File: src/rtl/counter_pkg.sv
// counter_pkg: shared definitions for the counter bank.
//   DefWidth    - default counter width in bits
//   DefChannels - default number of channels
//   cnt_op_e    - per-cycle channel operation after priority decode
//   chan_lsb()  - LSB position of channel ch inside a packed bus
package counter_pkg;

    localparam int unsigned DefWidth    = 8;
    localparam int unsigned DefChannels = 4;

    typedef enum logic [1:0] {
        OpHold,
        OpLoad,
        OpUp,
        OpDown
    } cnt_op_e;

    // Channel i of a packed bus occupies bits [chan_lsb(i, w) +: w].
    function automatic int unsigned chan_lsb(input int unsigned ch, input int unsigned width);
        return ch * width;
    endfunction

endpackage

File: src/rtl/counter_channel.sv
// counter_channel: one up/down counter with terminal-count pulse.
// Optional sticky flag when COUNTER_BANK_IRQ_EN is defined.
// Ports:
//   clk, reset       - clock, synchronous active-high reset
//   en, up, load     - count enable, direction (1 = up), load strobe
//   load_val, limit  - load value and terminal value
//   count, tc        - registered count and one-cycle terminal pulse
//   irq_clr          - sticky flag clear             (COUNTER_BANK_IRQ_EN only)
//   flag_next        - next value of the sticky flag (COUNTER_BANK_IRQ_EN only)
module counter_channel
    import counter_pkg::*;
#(
    parameter int unsigned WIDTH    = DefWidth,
    parameter bit          SATURATE = 1'b0
) (
    input  logic             clk,
    input  logic             reset,
    input  logic             en,
    input  logic             up,
    input  logic             load,
    input  logic [WIDTH-1:0] load_val,
    input  logic [WIDTH-1:0] limit,
    output logic [WIDTH-1:0] count,
    output logic             tc
`ifdef COUNTER_BANK_IRQ_EN
    ,
    input  logic             irq_clr,
    output logic             flag_next
`endif
);

    localparam logic [WIDTH-1:0] One = {{(WIDTH-1){1'b0}}, 1'b1};

    cnt_op_e          op;
    logic [WIDTH-1:0] count_q, count_d;
    logic             tc_q, tc_d;

    // load beats en; direction only matters when counting.
    always_comb begin
        if (load) begin
            op = OpLoad;
        end else if (!en) begin
            op = OpHold;
        end else if (up) begin
            op = OpUp;
        end else begin
            op = OpDown;
        end
    end

    always_comb begin
        count_d = count_q;
        tc_d    = 1'b0;
        unique case (op)
            OpHold: count_d = count_q;
            OpLoad: count_d = load_val;
            OpUp: begin
                // >= so a loaded value above limit terminates on its next step.
                if (count_q >= limit) begin
                    tc_d    = 1'b1;
                    count_d = SATURATE ? limit : '0;
                end else begin
                    count_d = count_q + One;
                end
            end
            OpDown: begin
                if (count_q == '0) begin
                    tc_d    = 1'b1;
                    count_d = SATURATE ? '0 : limit;
                end else begin
                    count_d = count_q - One;
                end
            end
        endcase
    end

    always_ff @(posedge clk) begin
        if (reset) begin
            count_q <= '0;
            tc_q    <= 1'b0;
        end else begin
            count_q <= count_d;
            tc_q    <= tc_d;
        end
    end

    assign count = count_q;
    assign tc    = tc_q;

`ifdef COUNTER_BANK_IRQ_EN
    logic flag_q;

    // A new terminal count wins over a simultaneous clear.
    always_comb begin
        flag_next = reset ? 1'b0 : (tc_d | (flag_q & ~irq_clr));
    end

    always_ff @(posedge clk) begin
        if (reset) begin
            flag_q <= 1'b0;
        end else begin
            flag_q <= flag_next;
        end
    end
`endif

endmodule

File: src/rtl/counter_bank.sv
// counter_bank: CHANNELS independent WIDTH-bit up/down counters.
// Optional feature macro: COUNTER_BANK_IRQ_EN adds per-channel sticky flags,
// the irq_clr input and the irq output.
// Ports:
//   clk, reset - clock, synchronous active-high reset
//   en, up, load [CHANNELS]     - per-channel enable, direction, load strobe
//   load_val, limit [CH*WIDTH]  - packed load and terminal values
//   count [CH*WIDTH], tc [CH]   - packed registered counts, terminal pulses
//   irq_clr [CH], irq           - flag clears and registered OR of flags
module counter_bank
    import counter_pkg::*;
#(
    parameter int unsigned WIDTH    = DefWidth,
    parameter int unsigned CHANNELS = DefChannels,
    parameter bit          SATURATE = 1'b0
) (
    input  logic                      clk,
    input  logic                      reset,
    input  logic [CHANNELS-1:0]       en,
    input  logic [CHANNELS-1:0]       up,
    input  logic [CHANNELS-1:0]       load,
    input  logic [CHANNELS*WIDTH-1:0] load_val,
    input  logic [CHANNELS*WIDTH-1:0] limit,
    output logic [CHANNELS*WIDTH-1:0] count,
    output logic [CHANNELS-1:0]       tc
`ifdef COUNTER_BANK_IRQ_EN
    ,
    input  logic [CHANNELS-1:0]       irq_clr,
    output logic                      irq
`endif
);

`ifdef COUNTER_BANK_IRQ_EN
    logic [CHANNELS-1:0] flag_next;
`endif

    for (genvar i = 0; i < CHANNELS; i++) begin : g_chan
        counter_channel #(
            .WIDTH    (WIDTH),
            .SATURATE (SATURATE)
        ) u_chan (
            .clk      (clk),
            .reset    (reset),
            .en       (en[i]),
            .up       (up[i]),
            .load     (load[i]),
            .load_val (load_val[chan_lsb(i, WIDTH) +: WIDTH]),
            .limit    (limit[chan_lsb(i, WIDTH) +: WIDTH]),
            .count    (count[chan_lsb(i, WIDTH) +: WIDTH]),
            .tc       (tc[i])
`ifdef COUNTER_BANK_IRQ_EN
            ,
            .irq_clr  (irq_clr[i]),
            .flag_next(flag_next[i])
`endif
        );
    end

`ifdef COUNTER_BANK_IRQ_EN
    logic irq_q;

    // Registered from the next flag values so irq lines up with the flags and tc.
    always_ff @(posedge clk) begin
        if (reset) begin
            irq_q <= 1'b0;
        end else begin
            irq_q <= |flag_next;
        end
    end

    assign irq = irq_q;
`endif

endmodule

File: config.mk
export PLATFORM = sky130hd
export DESIGN_NAME = counter_bank
export DESIGN_NICKNAME = d
export VERILOG_FILES = /design/src/rtl/counter_pkg.sv /design/src/rtl/counter_channel.sv /design/src/rtl/counter_bank.sv
export SDC_FILE = /design/constraint.sdc
export NUM_CORES = 1
export LEC_CHECK = 0
export ABC_AREA = 1
export BUFFER_PORTS_ARGS = -buffer_cell sky130_fd_sc_hd__buf_2
export CAP_MARGIN = 40
export CORE_AREA = 2 2 110 85
export CTS_CLUSTER_DIAMETER = 200
export DETAILED_ROUTE_END_ITERATION = 16
export DIE_AREA = 0 0 112 87
export PLACE_DENSITY_LB_ADDON = 0.05
export RECOVER_POWER = 50
export SLEW_MARGIN = 0
export SYNTH_ARGS = -nofsm -noshare
export SYNTH_HDL_FRONTEND = slang
export SYNTH_SLANG_ARGS = --single-unit
File: constraint.sdc
create_clock -name clk -period 1.5 [get_ports clk]
set_input_delay 0.075 -clock clk [delete_from_list [all_inputs] [get_ports clk]]
set_output_delay 0.075 -clock clk [all_outputs]
set_load 0.05 [all_outputs]
==> results of run 1 <==
registers in the layout (all words and copies together), names as in the netlist:
signal               cells
g_chan.u_chan.count     32
g_chan.u_chan.tc         4
kinds of logic after synthesis:
kind of cell             Yosys count  share of synthesized area (%)
AND/OR/NAND/NOR                  265                           30.9
AO/OA/AOI/OAI                    149                           20.8
buffers and inverters            133                           12.9
adder cells (fa/ha/maj)           42                           12.7
flip-flops                        36                           17.4
XOR/XNOR                          25                           5.29
stage by stage:
| step | total power [mW] | utilization [%] |
|---|---|---|
| after floorplan | 2.40 | - |
| after global placement | 2.97 | 61.6 |
| after detailed placement | 3.00 | 61.6 |
| after CTS | 4.18 | 65.1 |
| after global routing | 4.56 | 67.8 |
| final | 4.28 | 67.8 |
power breakdown:
| part | switching (mW) | internal [mW] | leakage, nW |
|---|---|---|---|
| Combinational | 1.29 | 0.786 | 2.71 |
| Sequential | 0.0828 | 1.03 | 0.314 |
| Clock | 0.424 | 0.663 | 0.0701 |
| Total | 1.80 | 2.48 | 3.10 |
synthesized netlist by cell type (all sizes together):
cell,count,area (sq um)
clkinv,1,3.75
o221ai,12,105
a21oi,67,343
dfxtp,36,721
nor2,66,345
ha,42,526
a21boi,5,37.5
o21a,3,22.5
nand3,34,175
inv,120,455
buf,9,63.8
nor3,14,114
xnor2,1,8.76
nand2,141,574
a22oi,8,60.1
nand3b,1,7.51
clkbuf,3,11.3
o211ai,5,37.5
nand4,9,62.6
o21bai,3,22.5
o21ai,44,220
xor2,24,210
o31ai,2,15.0
cells in the final DEF, fill, tap and decap left out, types with 22 or more instances in the layout:
cell type    n
nand2_2     24
dfxtp_4     22
buf_4       63
a21oi_1     44
a21oi_2     23
ha_1        27
o21ai_0     32
nand3_1     32
inv_1       93
buf_2      104
nand2_1    110
nor2_1      42
xor2_1      23
critical path, delay by kind of cell (launching register included):
kind	cells	cell delay [ps]
and+or+nand+nor	5	370
DFF	1	350
buffers and inverters	3	300
adders and majority gates	1	240
AOI/OAI and AO/OA	2	230
layer usage:
metal / up-vias / global-route usage [%] / share of wire [%] / wire (um)
li1: 2482 / - / - / -
met1: 2253 / 35.0 / 47 / 6110
met2: 174 / 42.0 / 45 / 5920
met3: 22 / 3.76 / 6.1 / 793
met4: 0 / 6.87 / 1.5 / 194
met5: - / 0 / 0 / 0
layout make-up:
type                    count  area, sq um
clock buffers               7          143
well taps                 112          140
clock inverters             1         7.51
inverters                 121          474
flip-flops and latches     36          816
multi-input cells         482         3300
repair buffers            180         1080
fillers                   775         2820
timing repair:
| item | CTS | global route |
|---|---|---|
| pin swaps | 33 | 26 |
| setup endpoints to repair | 30 | 35 |
| setup buffers | 4 | 9 |
| gates resized for setup | 33 | 47 |
| gates cloned | 0 | 1 |
worst max path at each step:
stage	startpoint	endpoint	cells past startpoint
3_3_place_gp	g_chan[3].u_chan.count[1]$_SDFFE_PP0P_	g_chan[3].u_chan.count[4]$_SDFFE_PP0P_	10
4_1_cts	g_chan[3].u_chan.count[0]$_SDFFE_PP0P_	g_chan[3].u_chan.count[4]$_SDFFE_PP0P_	10
6_report	g_chan[3].u_chan.count[1]$_SDFFE_PP0P_	g_chan[3].u_chan.count[2]$_SDFFE_PP0P_	11
2_1_floorplan	g_chan[2].u_chan.count[5]$_SDFFE_PP0P_	g_chan[2].u_chan.count[3]$_SDFFE_PP0P_	8
3_5_place_dp	g_chan[3].u_chan.count[1]$_SDFFE_PP0P_	g_chan[3].u_chan.count[4]$_SDFFE_PP0P_	10
5_1_grt	g_chan[3].u_chan.count[1]$_SDFFE_PP0P_	g_chan[3].u_chan.count[4]$_SDFFE_PP0P_	10
==> out/qor.csv, run 1 <==
metric,value,unit
outcome,"complete, but fails checks",
violations,setup timing,
crit_fanout,3,
drv_cap,0,
hold_start,load_val[7],
grt_setup_unrepaired,yes,
syn_inst,650,
boundaryPins,114,
area_delta_synth_final,43.9,%
tightestPinTransition,592,ps
dieArea,9740,sq um
core,8780,sq um
antenna_found_initial,0,
vias,4931,
synth.distinct_cells,39,
dpl_cell_area,5410,sq um
final-setup-viol-count,26,
p_leak,3.10,nW
fin_tns_setup,-1440,ps
clk_latency,280,ps
critPathKind,flip-flop to flip-flop,
rr_startpoint,g_chan[3].u_chan.count[1]$_SDFFE_PP0P_,
n_antenna_cell,0,
dp_hpwl,10.1,mm
whs,125,ps
final_area,5960,sq um
clockBufferDepth,2,
nets,946,
finClkSkew,5.53,ps
cellPowerDensity,719,nW/um^2
critPathSlowestCell,dfxtp_4,
avgRoutedWirePerCell,13.9,um
r2r_end,g_chan[3].u_chan.count[2]$_SDFFE_PP0P_,
seq_area_frac_synth,17.4,%
fin_ws,-97.6,ps
grt_use_total,25.4,%
dp.cells,917,
yosys_warnings,0,
grt_pass1_wl,20.4,mm
drtIter0Drc,337,
crit_arrival,1770,ps
num_rows,30,
ir_drop,0.440,mV
reg2regPathDepth,11,
max_freq,626,MHz
holdPathStages,5,
required,1670,ps
cts_hold_buf,0,
finalNonFillerCells,939,
root_buffer,clkbuf_16,
r2r_slack,-100,ps
drive_above_1_share,41.6,%
synth_fp_nets,770,
overflow,0,
grt_max_degree,17,
htreeDepth,2,
layout_min_cycle_time,1600,ps
die_h,87,um
cts_buffers,5,
drc,0,
finalHoldViolations,0,
holdPathEnd,g_chan[0].u_chan.count[7]$_SDFFE_PP0P_,
cts_tree,built,
startpoint_type,flip-flop,
routed_wl,13.0,mm
routed_via_density,5.25,
initial_core_util,47.2,%
place_ws,-114,ps
grt_pass1_vias,4435,
drtPass1Iterations,5,
syn_area_per_cell,6.37,sq um
finalCritPeriodShare,107,%
io_buffers,113,
die_w,112,um
clk_pin_slew,60,ps
finalMaxSlewViolations,0,
slew_headroom,60.7,%
syn_area,4140,sq um
hold_path_class,input port to flip-flop,
gp_congestion,0.956,
ant_nets,0,
path_cells,buf_6 -> ha_4 -> a21boi_1 -> o21bai_1 -> nand2_1 -> nand2_2 -> buf_4 -> nand4_1 -> nand3_1 -> nand2_1 -> inv_1,
cp-end-kind,flip-flop,
cpPeakStageDelay,350,ps
cts_sinks,36,
ys_seq_elements,36,
crit_top_cell,nand2_1,
Power figures use the tool's default switching activity.
==> run 2: changes to the inputs <==
--- a/config.mk
+++ b/config.mk
@@ -8,10 +8,10 @@
 export ABC_AREA = 1
 export BUFFER_PORTS_ARGS = -buffer_cell sky130_fd_sc_hd__buf_2
 export CAP_MARGIN = 40
-export CORE_AREA = 2 2 110 85
+export CORE_AREA = 2 2 87 106
 export CTS_CLUSTER_DIAMETER = 200
 export DETAILED_ROUTE_END_ITERATION = 16
-export DIE_AREA = 0 0 112 87
+export DIE_AREA = 0 0 89 108
 export PLACE_DENSITY_LB_ADDON = 0.05
 export RECOVER_POWER = 50
 export SLEW_MARGIN = 0
==> out/qor.csv, run 2 (synthesis gave the netlist of run 1 again) <==
metric,value,unit
root_buffer,clkbuf_8,
cp.depth,10,
finalNonFillerCells,945,
grt_pass1_wl,21.1,mm
n_antenna_cell,0,
final_area,5930,sq um
final-setup-viol-count,29,
grt_use_total,27.4,%
drtPass1Iterations,4,
clk_pin_slew,80,ps
cts_buffers,5,
dpl_cell_area,5450,sq um
cts_sinks,36,
drv_cap,0,
cpPeakStageDelay,360,ps
path_cells,buf_6 -> ha_4 -> a21boi_2 -> o21bai_1 -> nand2_1 -> nand2_2 -> nand2_2 -> nor2_4 -> nand2_1 -> a21oi_1,
overflow,0,
gp_congestion,0.975,
num_rows,37,
nets,947,
finalMaxSlewViolations,0,
routed_wl,13.3,mm
vias,4951,
dp.cells,927,
clk_latency,300,ps
max_freq,604,MHz
core,8520,sq um
crit_arrival,1880,ps
tightestPinTransition,654,ps
antenna_found_initial,0,
crit_fanout,6,
startpoint_type,flip-flop,
drive_above_1_share,40.3,%
cellPowerDensity,708,nW/um^2
p_leak,3.07,nW
area_delta_synth_final,43.3,%
final_cell_mix,"nand2_1, buf_2, inv_1, buf_4, nor2_1",
holdPathStages,2,
ant_nets,0,
outcome,"complete, but fails checks",
violations,setup timing,
fin_ws,-154,ps
grt_setup_unrepaired,yes,
clockBufferDepth,2,
dp_hpwl,10.3,mm
boundaryPins,114,
critPathSlowestCell,dfxtp_4,
cp-end-kind,flip-flop,
critical_path_buf_inv_count,1,
cts_hold_buf,0,
grt_max_degree,19,
reg2regPathDepth,10,
crit_family,simple AND/OR/NAND/NOR gates,
initial_core_util,48.6,%
fin_tns_setup,-2240,ps
largest_reg_flops,32,
cts_tree,built,
die_h,108,um
hold_path_class,input port to flip-flop,
drtIter0Drc,175,
finClkSkew,9.31,ps
ir_drop,0.416,mV
die_w,89,um
final_common_cell,nand2_1,
critPathKind,flip-flop to flip-flop,
finalCritPeriodShare,110,%
layout_min_cycle_time,1650,ps
drc,0,
avgRoutedWirePerCell,14.1,um
finalHoldViolations,0,
htreeDepth,2,
grt_pass1_vias,4805,
required,1730,ps
io_buffers,113,
total_power,4.20,mW
dieArea,9610,sq um
slew_headroom,56.6,%
routed_via_density,5.24,
## run 2: power breakdown
group          internal [mW]  switching [mW]  leakage, nW  total [mW]
Combinational          0.804            1.30         2.70        2.10
Sequential              1.03          0.0801        0.314        1.11
Clock                  0.588           0.403       0.0645       0.990
Total                   2.42            1.78         3.07        4.20
## run 2: final timing paths
check                                                             from                                      to  slack [ps]
worst max-delay path            g_chan[3].u_chan.count[1]$_SDFFE_PP0P_  g_chan[3].u_chan.count[3]$_SDFFE_PP0P_        -150
worst min-delay path                                             reset          g_chan[2].u_chan.tc$_SDFF_PP0_          70
worst max register to register  g_chan[3].u_chan.count[1]$_SDFFE_PP0P_  g_chan[3].u_chan.count[3]$_SDFFE_PP0P_        -150
worst min register to register  g_chan[1].u_chan.count[4]$_SDFFE_PP0P_  g_chan[1].u_chan.count[4]$_SDFFE_PP0P_         600
## run 2: metrics by stage
step	util (%)	setup WS (ps)	hold WS (ps)
floorplan	-	-43.6	134
global placement	64.0	-148	377
detailed placement	64.0	-193	369
CTS	68.2	-105	57.9
global route	69.7	-286	65.7
finish	69.7	-154	72.0
## run 2: worst reg2reg max path, delay by kind of cell, from the launching register on
kind            cells  cell delay, ps
buf+inv             1             120
simple gates        5             500
flops               1             360
fa+ha+maj           1             200
compound gates      3             410
## run 2: area by class of cell
| class | instances | area (sq um) |
|---|---|---|
| inverters | 121 | 477 |
| clock buffers | 7 | 96.3 |
| clock inverters | 1 | 30.0 |
| repair buffers | 181 | 1100 |
| multi-input cells | 482 | 3270 |
| well taps | 117 | 146 |
| fillers | 793 | 2580 |
| flip-flops and latches | 36 | 813 |
## run 2: timing repair
| action | CTS | global route |
|---|---|---|
| gates resized for setup | 39 | 40 |
| cloned | 0 | 1 |
| setup buffers | 7 | 2 |
| pin swaps | 32 | 23 |
| endpoints found under the setup margin | 32 | 35 |
## run 2: per-layer routing
metal,vias to the layer above,track usage [%],wire [um]
met5,-,0,0
met4,0,8.74,291
met3,25,2.52,771
met2,177,49.9,6810
met1,2273,33.3,5470
li1,2476,-,-
==> run 3: changes to the inputs <==
==> constraint.sdc (replaced) <==
create_clock -name clk -period 1.5 [get_ports clk]
set_input_delay 0.225 -clock clk [delete_from_list [all_inputs] [get_ports clk]]
set_output_delay 0.225 -clock clk [all_outputs]
set_load 0.05 [all_outputs]
==> out/qor.csv, run 3 (synthesis gave the netlist of run 1 again) <==
metric,value,unit
cp-end-kind,flip-flop,
root_buffer,clkbuf_8,
num_rows,37,
crit_arrival,1820,ps
cts_sinks,36,
holdPathStages,2,
crit_top_cell,nand2_2,
hold_start,reset,
whs,253,ps
startpoint_type,flip-flop,
tightestPinTransition,665,ps
cts_hold_buf,0,
drtPass1Iterations,5,
outcome,"complete, but fails checks",
overflow,0,
htreeDepth,2,
place_ws,-135,ps
reg2regPathDepth,13,
clk_latency,280,ps
wl_met1,5.47,mm
gp_congestion,0.935,
final_common_cell,nand2_1,
rr_startpoint,g_chan[1].u_chan.count[0]$_SDFFE_PP0P_,
dieArea,9610,sq um
cts_tree,built,
dp_hpwl,10.2,mm
holdPathEnd,g_chan[3].u_chan.tc$_SDFF_PP0_,
met2_length,6.75,mm
die_h,108,um
avgRoutedWirePerCell,13.6,um
n_antenna_cell,0,
met3_length,743,um
dp.cells,954,
grt_setup_unrepaired,yes,
die_w,89,um
p_sw,1.77,mW
cell_internal_pwr,2.23,mW
grt_max_degree,20,
grt_pass1_vias,4783,
startpoint,g_chan[1].u_chan.count[0]$_SDFFE_PP0P_,
drive_above_1_share,44.6,%
routed_via_density,5.15,
r2r_end,g_chan[1].u_chan.count[4]$_SDFFE_PP0P_,
p_comb_share,54.4,%
fin_util,72.1,%
boundaryPins,114,
p_sw_share,44.2,%
antenna_found_initial,0,
final_cell_mix,"nand2_1, buf_4, buf_2, inv_1, a21oi_1",
critPathSlowestCell,dfxtp_4,
finalCritPeriodShare,107,%
vias,5026,
slew_headroom,55.8,%
critical_path_buf_inv_count,2,
clk_pin_slew,80,ps
cts_buffers,5,
finalHoldViolations,0,
grt_use_total,27.0,%
fin_ws,-104,ps
finClkSkew,3.14,ps
finalMaxSlewViolations,0,
fin_tns_setup,-1370,ps
required,1720,ps
r2r_slack,-100,ps
highest_layer,met4,
violations,setup timing,
path_cells,inv_4 -> ha_4 -> inv_2 -> nand2_2 -> nand2_2 -> nand2_1 -> nand2_1 -> nand2_2 -> nand2_2 -> nand2_2 -> nor2_4 -> nand3_2 -> a21oi_2,
power.share.clock,17.5,%
largest_reg_flops,32,
p_leak,3.24,nW
clockBufferDepth,2,
hold_path_class,input port to flip-flop,
layout_min_cycle_time,1600,ps
nets,978,
finalNonFillerCells,976,
crit_fanout,7,
routed_wl,13.2,mm
drtIter0Drc,173,
seqPwrFrac,28.1,%
critPathKind,flip-flop to flip-flop,
cpPeakStageDelay,350,ps
final-setup-viol-count,28,
max_freq,624,MHz
ant_nets,0,
io_buffers,113,
ir_drop,0.385,mV
drc,0,
drv_cap,0,
cellPowerDensity,651,nW/um^2
area_delta_synth_final,48.3,%
core,8520,sq um
crit_family,simple AND/OR/NAND/NOR gates,
grt_pass1_wl,20.9,mm
initial_core_util,48.6,%
## run 3: cell types whose count changed in the layout (fill, tap and decap cells not counted), sizes merged
| cell | before | now |
|---|---|---|
| nand2 | 142 | 141 |
| buf | 163 | 195 |
| clkinv | 1 | 2 |
| bufinv | 1 | 0 |
## run 3: stage by stage
stage | area (sq um) | power, mW
6_report | 6140 | 4.00
5_1_grt | 6140 | 4.26
4_1_cts | 5870 | 3.85
3_5_place_dp | 5650 | 3.08
3_3_place_gp | 5650 | 3.05
2_1_floorplan | 4360 | 2.40
## run 3: final cells by class
| type | count | area, sq um |
|---|---|---|
| Timing Repair Buffer | 213 | 1330 |
| Sequential cell | 36 | 813 |
| Multi-Input combinational cell | 481 | 3290 |
| Inverter | 121 | 479 |
| Clock inverter | 1 | 3.75 |
| Clock buffer | 7 | 76.3 |
| Fill cell | 792 | 2380 |
| Tap cell | 117 | 146 |
## run 3: layer usage
metal,track usage [%],vias up
met1,32.8,2274
met2,49.2,181
li1,-,2547
met4,7.89,0
met5,0,-
met3,2.82,24
## run 3: power groups by stage
stage	sequential (mW)	clock, mW	combinational, mW
floorplan	1.42	0	0.983
global placement	1.13	0	1.91
detailed placement	1.14	0	1.95
CTS	1.12	0.712	2.02
global route	1.13	0.746	2.38
finish	1.12	0.699	2.18
## run 3: worst max-delay path by stage
stage / depth (start not counted) / to / slack (ps)
after floorplan: 8 / g_chan[2].u_chan.count[3]$_SDFFE_PP0P_ / -40
after global placement: 10 / g_chan[2].u_chan.count[3]$_SDFFE_PP0P_ / -80
after detailed placement: 11 / g_chan[3].u_chan.count[7]$_SDFFE_PP0P_ / -130
after CTS: 10 / g_chan[3].u_chan.count[3]$_SDFFE_PP0P_ / -70
after global routing: 15 / g_chan[1].u_chan.count[5]$_SDFFE_PP0P_ / -240
final: 13 / g_chan[1].u_chan.count[4]$_SDFFE_PP0P_ / -100
## run 3: repair_timing
| action | in CTS | in global routing |
|---|---|---|
| gates resized for setup | 29 | 58 |
| pin swaps | 29 | 46 |
| setup endpoints to repair | 32 | 36 |
| buffers inserted | 4 | 10 |
